<file path="config.mk">
export PLATFORM = sky130hd
export DESIGN_NAME = word_change_logger
export DESIGN_NICKNAME = d
export VERILOG_FILES = /design/src/rtl/change_log_pkg.sv /design/src/rtl/sync_fifo.sv /design/src/rtl/word_change_logger.sv
export SDC_FILE = /design/constraint.sdc
export NUM_CORES = 1
export LEC_CHECK = 0
export CORE_ASPECT_RATIO = 0.7
export CORE_MARGIN = 2
export CORE_UTILIZATION = 35
export DETAILED_ROUTE_END_ITERATION = 10
export SETUP_SLACK_MARGIN = 0.2
export SLEW_MARGIN = 5
export SYNTH_ARGS = -nofsm -noshare
export SYNTH_HDL_FRONTEND = slang
export SYNTH_SLANG_ARGS = --single-unit
</file>
<file path="constraint.sdc">
create_clock -name clock -period 5.7 [get_ports clock]
set_clock_uncertainty 0.15 [all_clocks]
set_input_delay 1.71 -clock clock [delete_from_list [all_inputs] [get_ports clock]]
set_output_delay 1.71 -clock clock [all_outputs]
set_load 0.01 [all_outputs]
</file>
<file path="src/rtl/change_log_pkg.sv">
// Shared constants and types for the word change logger.
// The entry typedef describes the default-width {time, value} layout.
package change_log_pkg;

  localparam int unsigned DEFAULT_WIDTH    = 8;
  localparam int unsigned DEFAULT_TS_WIDTH = 16;
  localparam int unsigned DEFAULT_DEPTH    = 8;

  localparam logic [7:0] DROP_SAT = 8'd255;

  typedef struct packed {
    logic [DEFAULT_TS_WIDTH-1:0] ts;
    logic [DEFAULT_WIDTH-1:0]    value;
  } log_entry_t;

  // Saturating increment used by the drop counter.
  function automatic logic [7:0] sat_inc(input logic [7:0] cnt);
    return (cnt == DROP_SAT) ? cnt : cnt + 8'd1;
  endfunction

endpackage

</file>
<file path="src/rtl/sync_fifo.sv">
// First-word-fall-through FIFO on registered storage with explicit occupancy counter.
// Push while full is ignored unless a pop frees the slot at the same edge.
module sync_fifo #(
  parameter int unsigned Width = 24,
  parameter int unsigned Depth = 8
) (
  input  logic                       clk_i,
  input  logic                       rst_ni,
  input  logic                       clr_i,
  input  logic                       push_i,
  input  logic                       pop_i,
  input  logic [Width-1:0]           wdata_i,
  output logic [Width-1:0]           rdata_o,
  output logic                       full_o,
  output logic                       empty_o,
  output logic [$clog2(Depth):0]     level_o
);

  localparam int unsigned PtrW = $clog2(Depth);
  localparam int unsigned LvlW = PtrW + 1;

  logic [Width-1:0] mem_q [Depth];
  logic [PtrW-1:0]  wr_ptr_q, wr_ptr_d;
  logic [PtrW-1:0]  rd_ptr_q, rd_ptr_d;
  logic [LvlW-1:0]  level_q, level_d;
  logic             do_push, do_pop;

  assign full_o  = (level_q == LvlW'(Depth));
  assign empty_o = (level_q == '0);

  // Clear wins over both sides; a pop on a full FIFO makes room for the push.
  assign do_pop  = pop_i & ~empty_o & ~clr_i;
  assign do_push = push_i & (~full_o | do_pop) & ~clr_i;

  always_comb begin
    wr_ptr_d = wr_ptr_q;
    rd_ptr_d = rd_ptr_q;
    level_d  = level_q;
    if (clr_i) begin
      wr_ptr_d = '0;
      rd_ptr_d = '0;
      level_d  = '0;
    end else begin
      if (do_push) wr_ptr_d = wr_ptr_q + PtrW'(1);
      if (do_pop)  rd_ptr_d = rd_ptr_q + PtrW'(1);
      unique case ({do_push, do_pop})
        2'b10:   level_d = level_q + LvlW'(1);
        2'b01:   level_d = level_q - LvlW'(1);
        default: level_d = level_q;
      endcase
    end
  end

  always_ff @(posedge clk_i or negedge rst_ni) begin
    if (!rst_ni) begin
      wr_ptr_q <= '0;
      rd_ptr_q <= '0;
      level_q  <= '0;
    end else begin
      wr_ptr_q <= wr_ptr_d;
      rd_ptr_q <= rd_ptr_d;
      level_q  <= level_d;
    end
  end

  always_ff @(posedge clk_i) begin
    if (do_push) mem_q[wr_ptr_q] <= wdata_i;
  end

  // Stale storage is masked so an empty FIFO always presents zero.
  assign rdata_o = empty_o ? '0 : mem_q[rd_ptr_q];
  assign level_o = level_q;

endmodule

</file>
<file path="src/rtl/word_change_logger.sv">
// Samples a word every clock and logs {timestamp, value} only when the value changes.
// Entries drain over valid/ready; drops on a full log are counted and flagged.
module word_change_logger
  import change_log_pkg::*;
#(
  parameter int unsigned WIDTH    = DEFAULT_WIDTH,
  parameter int unsigned TS_WIDTH = DEFAULT_TS_WIDTH,
  parameter int unsigned DEPTH    = DEFAULT_DEPTH
) (
  input  logic                     clock,
  input  logic                     reset_n,
  input  logic                     clear,
  input  logic [WIDTH-1:0]         data_in,
  output logic                     out_valid,
  input  logic                     out_ready,
  output logic [WIDTH-1:0]         out_value,
  output logic [TS_WIDTH-1:0]      out_time,
  output logic                     overflow,
  output logic [7:0]               drop_count,
  output logic [$clog2(DEPTH):0]   level
);

  typedef struct packed {
    logic [TS_WIDTH-1:0] ts;
    logic [WIDTH-1:0]    value;
  } entry_t;

  logic [TS_WIDTH-1:0] ts_q, ts_d;
  logic [WIDTH-1:0]    prev_q, prev_d;
  logic                first_q, first_d;
  logic                overflow_q, overflow_d;
  logic [7:0]          drop_cnt_q, drop_cnt_d;

  logic   log_req, push, pop, drop;
  logic   fifo_full, fifo_empty;
  entry_t wr_entry, rd_entry;

  // The first sample after reset or clear is always logged.
  assign log_req  = first_q | (data_in != prev_q);
  assign push     = log_req & ~clear;
  assign pop      = out_valid & out_ready;
  assign drop     = push & fifo_full & ~pop;
  assign wr_entry = '{ts: ts_q, value: data_in};

  always_comb begin
    ts_d       = ts_q + TS_WIDTH'(1);
    prev_d     = data_in;
    first_d    = 1'b0;
    overflow_d = overflow_q;
    drop_cnt_d = drop_cnt_q;
    if (clear) begin
      ts_d       = '0;
      first_d    = 1'b1;
      overflow_d = 1'b0;
      drop_cnt_d = '0;
    end else if (drop) begin
      overflow_d = 1'b1;
      drop_cnt_d = sat_inc(drop_cnt_q);
    end
  end

  always_ff @(posedge clock or negedge reset_n) begin
    if (!reset_n) begin
      ts_q       <= '0;
      prev_q     <= '0;
      first_q    <= 1'b1;
      overflow_q <= 1'b0;
      drop_cnt_q <= '0;
    end else begin
      ts_q       <= ts_d;
      prev_q     <= prev_d;
      first_q    <= first_d;
      overflow_q <= overflow_d;
      drop_cnt_q <= drop_cnt_d;
    end
  end

  sync_fifo #(
    .Width ($bits(entry_t)),
    .Depth (DEPTH)
  ) u_fifo (
    .clk_i   (clock),
    .rst_ni  (reset_n),
    .clr_i   (clear),
    .push_i  (push),
    .pop_i   (pop),
    .wdata_i (wr_entry),
    .rdata_o (rd_entry),
    .full_o  (fifo_full),
    .empty_o (fifo_empty),
    .level_o (level)
  );

  assign out_valid  = ~fifo_empty;
  assign out_value  = rd_entry.value;
  assign out_time   = rd_entry.ts;
  assign overflow   = overflow_q;
  assign drop_count = drop_cnt_q;

endmodule

</file>
==> Word-level counts from Yosys, hierarchy flattened <==
Memory sizes are Yosys's and may differ from the RTL's.
Index checks and enable logic that the tools add are counted.
Widths: inputs -> output; s select.
{ "word_totals": {"register_bits": 44, "mem_bits_rw": 192, "in_bits": 12, "out_inout_bits": 38, "n_memories": 1} }
{ "op_classes": {"addsub": 6, "eq_ne": 6, "muxes": 16, "bitwise_logic": 14, "reduce_logical": 6} }
{ "memory_table": {"columns": ["name", "words", "width", "read_ports", "rd_ports_with_merged_regs", "wr", "line_no", "source"], "rows": [
  ["u_fifo.mem_q", 8, 24, 1, 0, 1, "sync_fifo.sv:22", "logic [Width-1:0] mem_q [Depth];"]
]} }
{ "op_table": {"columns": ["operator", "count"], "rows": [
  ["$mux 24", 1],
  ["$mux 8", 3],
  ["$add 16x1->16 const B", 1],
  ["$mux 16", 1],
  ["$mux 3", 4],
  ["$add 8x1->8 const B", 1],
  ["$and 1x1->1", 8],
  ["$eq 8x8->1 const B", 1],
  ["$ne 8x8->1", 1],
  ["$pmux 4 s2", 1],
  ["$add 3x1->3 const B", 2],
  ["$reduce_bool 2->1", 3],
  ["$mux 1", 5],
  ["$add 4x1->4 const B", 1],
  ["$eq 4x4->1 const B", 1],
  ["$logic_not 4->1", 1],
  ["$mux 4", 1],
  ["$not 1->1", 4],
  ["$sub 4x1->4 const B", 1],
  ["$reduce_bool 3->1", 1],
  ["$eq 2x1->1 const B", 1],
  ["$eq 2x2->1 const B", 1],
  ["$ne 2x2->1 const B", 1],
  ["$or 1x1->1", 2],
  ["$reduce_and 2->1", 1]
]} }

==> Logic depth before layout (Yosys ltp) <==
{ "depth": {"ltp_word": 11, "depth_mapped": 10, "mapped_depth_nobuf": 10} }

==> Hierarchy <==
A second synthesis with hierarchy kept.
{ "unflattened": {"hier_cells": 527, "area_unflattened_um2": 9653.0} }
{ "by_module_without_submodules": {"columns": ["mod", "n_inst", "cells_each", "area_per_inst_um2", "seq_area_each_um2"], "rows": [
  ["sync_fifo", 1, 380, 7982.7, 6015.8],
  ["word_change_logger", 1, 147, 1670.4, 852.1]
]} }

==> Worst setup path before layout <==
OpenSTA, ideal clock, no wires.
{ "synth_path": {"path_type": "input to register", "start": "input port data_in[4]", "end": "memory u_fifo.mem_q[0][0] (enable)", "setup_time_ns": 0.435, "t_arrival_ns": 4.374, "t_required_ns": 5.115, "slack_ns": 0.741, "cell_stages": 5, "path_cell_list": "xor2_1 -> nor4_2 -> and3_1 -> or4_1 -> nor3_1"} }
{ "synth_between": {"elab_chain_len": 7} }
{ "synth_lines": {"columns": ["element", "line_no", "source"], "rows": [
  ["start, declared", "word_change_logger.sv:13", "input logic [WIDTH-1:0] data_in,"],
  ["$ne 8x8->1", "word_change_logger.sv:39", "assign log_req = first_q | (data_in != prev_q);"],
  ["$or 1x1->1", "word_change_logger.sv:39", null],
  ["$and 1x1->1", "word_change_logger.sv:40", "assign push = log_req & ~clear;"],
  ["$and 1x1->1 (2 in series)", "sync_fifo.sv:33", "assign do_push = push_i & (~full_o | do_pop) & ~clr_i;"],
  ["$mux 1", "sync_fifo.sv:67", "if (do_push) mem_q[wr_ptr_q] <= wdata_i;"],
  ["$mux 1 (not written as such)", "sync_fifo.sv:67", null],
  ["end, declared", "sync_fifo.sv:22", null]
]} }
No other way between the ends.

==> Worst setup path after layout <==
{ "layout_path": {"start": "register u_fifo.rd_ptr_q[0]", "end": "output port out_value[7]"} }
{ "layout_between": {"elab_chain_len": 2} }
{ "layout_lines": {"columns": ["element", "line_no", "source"], "rows": [
  ["start, declared", "sync_fifo.sv:24", "logic [PtrW-1:0] rd_ptr_q, rd_ptr_d;"],
  ["start signal, assigned", "sync_fifo.sv:61", "rd_ptr_q <= rd_ptr_d;"],
  ["$mem_v2 8x24", null, null],
  ["$mux 24", "sync_fifo.sv:71", "assign rdata_o = empty_o ? '0 : mem_q[rd_ptr_q];"],
  ["end, declared", "word_change_logger.sv:16", "output logic [WIDTH-1:0] out_value,"]
]} }
No other way between the ends.

==> impl_metrics.yaml <==
status:
  run_status: "finished, final reports clean"
cts:
  cts-htree-levels: 1
  clockBufferDepth: 3
  cts.sinks: 236
  cts_setup_buffers: 0
  cts_tree: "done"
  postCtsHoldBufs: 0
  clock_latency_ns: 0.50
  clock-root-buffer: "clkbuf_16"
  post_cts_resized: 0
  cts.clk_slew.worst_paths_ns: 0.07
  cts_made_buffers: 23
timing:
  slew_headroom: 0.293
  timing.hold.ws_ns: 0.361
  fin_crit_sh: 0.861
  worst_slew_pin_slew_ns: 1.06
  rsz0062_at_grt: "false"
  setup_ws_ns: 0.792
  final-max-slew-violation-count: 0
  setup_violations: 0
  fmax_ghz: 0.204
  hold_viol_final: 0
  fin_crit_ns: 4.91
  fin_tns_setup_ns: 0
die:
  num_rows: 50
  initial_utilization: 0.356
  core_mm2: 0.0268
  die_y_um: 142
  die-area_mm2: 0.0286
  boundaryPins: 50
  die_w_um: 201
global_route:
  grt_pass1_wl_mm: 31.3
  grtUsageTotal: 0.144
  grt_pass1_vias: 5238
  antenna_found_initial: 0
  grt_max_degree: 45
  grt-ovfl-total: 0
yosys:
  ys.flop_type: "edfxtp_1"
  ys_seq_area_frac: 0.720
  async_reset_ff_frac: 0.186
  synth_area_mm2: 0.00954
  yosysTopAreaCell: "edfxtp_1"
  synthCells: 533
  avgSynthCellArea_um2: 17.9
  yosys_register_bits: 236
  ys_types: 46
  yosys_warnings: 0
  synth_edf_count: 192
  synth.area.top_cells: "edfxtp_1, mux4_2, dfrtp_1, mux2i_1, nor2_1"
  syn_nets: 552
  synth_top_area_frac: 0.604
detailed_routing:
  dr.pass1.iters: 4
  drt_iter0_drc: 399
  vias: 5101
  via_per_inst: 5.18
  ant_nets: 0
  post_drt_wl_per_cell_um: 20.5
  drcViolationCount: 0
  wl_mm: 20.2
worst_hold_path:
  hold_depth: 1
  timing.hold.worst.class: "reg -> reg"
placement:
  place_area_mm2: 0.0106
  placed_cells: 944
  numPortBuffers: 49
  hpwl_mm: 12.0
  gp_congestion: 0.727
  dp_worst_setup_slack_ns: 0.466
final_layout:
  layout.nets: 624
  instances_no_fill: 985
  syn_to_final_growth_pct: 18.8
  insertedDiodeCount: 0
  drive_above_1_share: 0.200
  multi_input_area_mm2: 0.00259
  stdcell_area_mm2: 0.0113
  post-route-util: 0.424
  regArea_mm2: 0.00687
  fill_cells: 2411
setup_path:
  endpoint_kind: "output port"
  worst-path-max-fanout: 28
  ff2ff_path_depth: 10
  arrival_ns: 3.05
  crit_path_top_delay_cell: "dfrtp_4"
  cp_top_family: "flip-flops"
  crit_chain: "buf_12 > mux4_2 > mux2i_1 > nor2_1 > clkdlybuf4s50_1"
  cp-start-kind: "register"
  worstSetupPathType: "reg -> out"
  slowest_delay_ns: 0.84
  path_buf_inv: 2
  cp_num_cells: 5
  critPathRequiredTime_ns: 3.84
power:
  p_total_mw: 4.41
  vdd_drop_max_mv: 0.289
  p_leak_nw: 3.79
  p_seq_frac: 0.458
  sw_frac_of_total: 0.255
  power_density_mw_per_mm2: 389
  p_comb_frac: 0.194
  netSwitchingPower_mw: 1.12
  clkPwrFrac: 0.348
  intPower_mw: 3.29
flow_run:
  drv_cap: 0
## layout by cell type, fill, tap and decap left out, types with 10 or more instances in the layout
| cell | netlist | routed |
|---|---|---|
| nand2_1 | 13 | 13 |
| xor2_1 | 16 | 16 |
| nand3_1 | 10 | 10 |
| edfxtp_1 | 192 | 192 |
| mux4_2 | 48 | 48 |
| clkdlybuf4s50_1 | 0 | 48 |
| buf_4 | 1 | 19 |
| dfrtp_1 | 43 | 41 |
| clkbuf_16 | 0 | 23 |
| mux2i_1 | 28 | 28 |
| nor2_1 | 51 | 45 |
## area by class of cell
class	instances	area share
well taps	364	0.0402
inverters	5	0.00165
clock inverters	9	0.0122
repair buffers	69	0.0571
multi-input cells	270	0.228
flip-flops and latches	236	0.606
clock buffers	32	0.0546
## power by group through the flow
stage                     combinational (mW)  clock [mW]  sequential (mW)
after floorplan                        0.557           0             1.99
after global placement                 0.864           0             2.06
after detailed placement               0.872           0             2.06
after CTS                              0.876        1.57             2.02
after global routing                   0.927        1.64             2.04
final                                  0.855        1.54             2.02
## per-layer routing
metal  part of all wire  vias up  global-route usage  wire length, um
met3              0.044       30              0.0254              881
li1                   -     2244                   -                -
met5                  0        -                   0                0
met2               0.47      117               0.231             9380
met4              0.020        0              0.0352              393
met1               0.47     2710               0.205             9500
## cell usage after synthesis, types with 3 or more instances
cell / number
edfxtp_1: 192
nor2_1: 51
mux4_2: 48
dfrtp_1: 43
mux2i_1: 28
xor2_1: 16
nand2_1: 13
clkbuf_1: 10
nand3_1: 10
a21oi_1: 9
o21ai_0: 9
and3_1: 8
buf_2: 7
nand4_1: 7
xnor2_1: 7
ha_1: 6
nor3_1: 6
or3_1: 6
nor2b_1: 5
a311oi_1: 4
a31oi_1: 4
buf_1: 4
inv_1: 4
nand2b_1: 4
and2_1: 3
## cell families (layout without fill, tap and decap cells)
logic type,Yosys count,after routing,synth area share
flops,236,236,0.720
xor+xnor,23,23,0.0211
simple gates,126,126,0.0673
fa+ha+maj,7,7,0.00996
compound gates,35,35,0.0240
buf+inv,27,115,0.0119
mux,79,79,0.146
## sequential cells by signal, summed over array words and instances, names as in the netlist
name and flops:
u_fifo.level_o 4, drop_count 8, u_fifo.wr_ptr_q 3, u_fifo.mem_q 192, prev_q 8, overflow 1, ts_q 16, u_fifo.rd_ptr_q 3
first_q 1
## path summary, 6_finish.rpt
kind / end / start / slack, ns
max: out_value[7] / u_fifo.rd_ptr_q[0] / 0.79
min: overflow / overflow / 0.36
max reg2reg: u_fifo.level_o[3] / prev_q[6] / 2.43
min reg2reg: overflow / overflow / 0.36
max in group asynchronous: u_fifo.rd_ptr_q[0] / reset_n / 3.38
min in group asynchronous: u_fifo.level_o[3] / reset_n / 1.24
No activity file was read; power rests on OpenSTA's default activity.
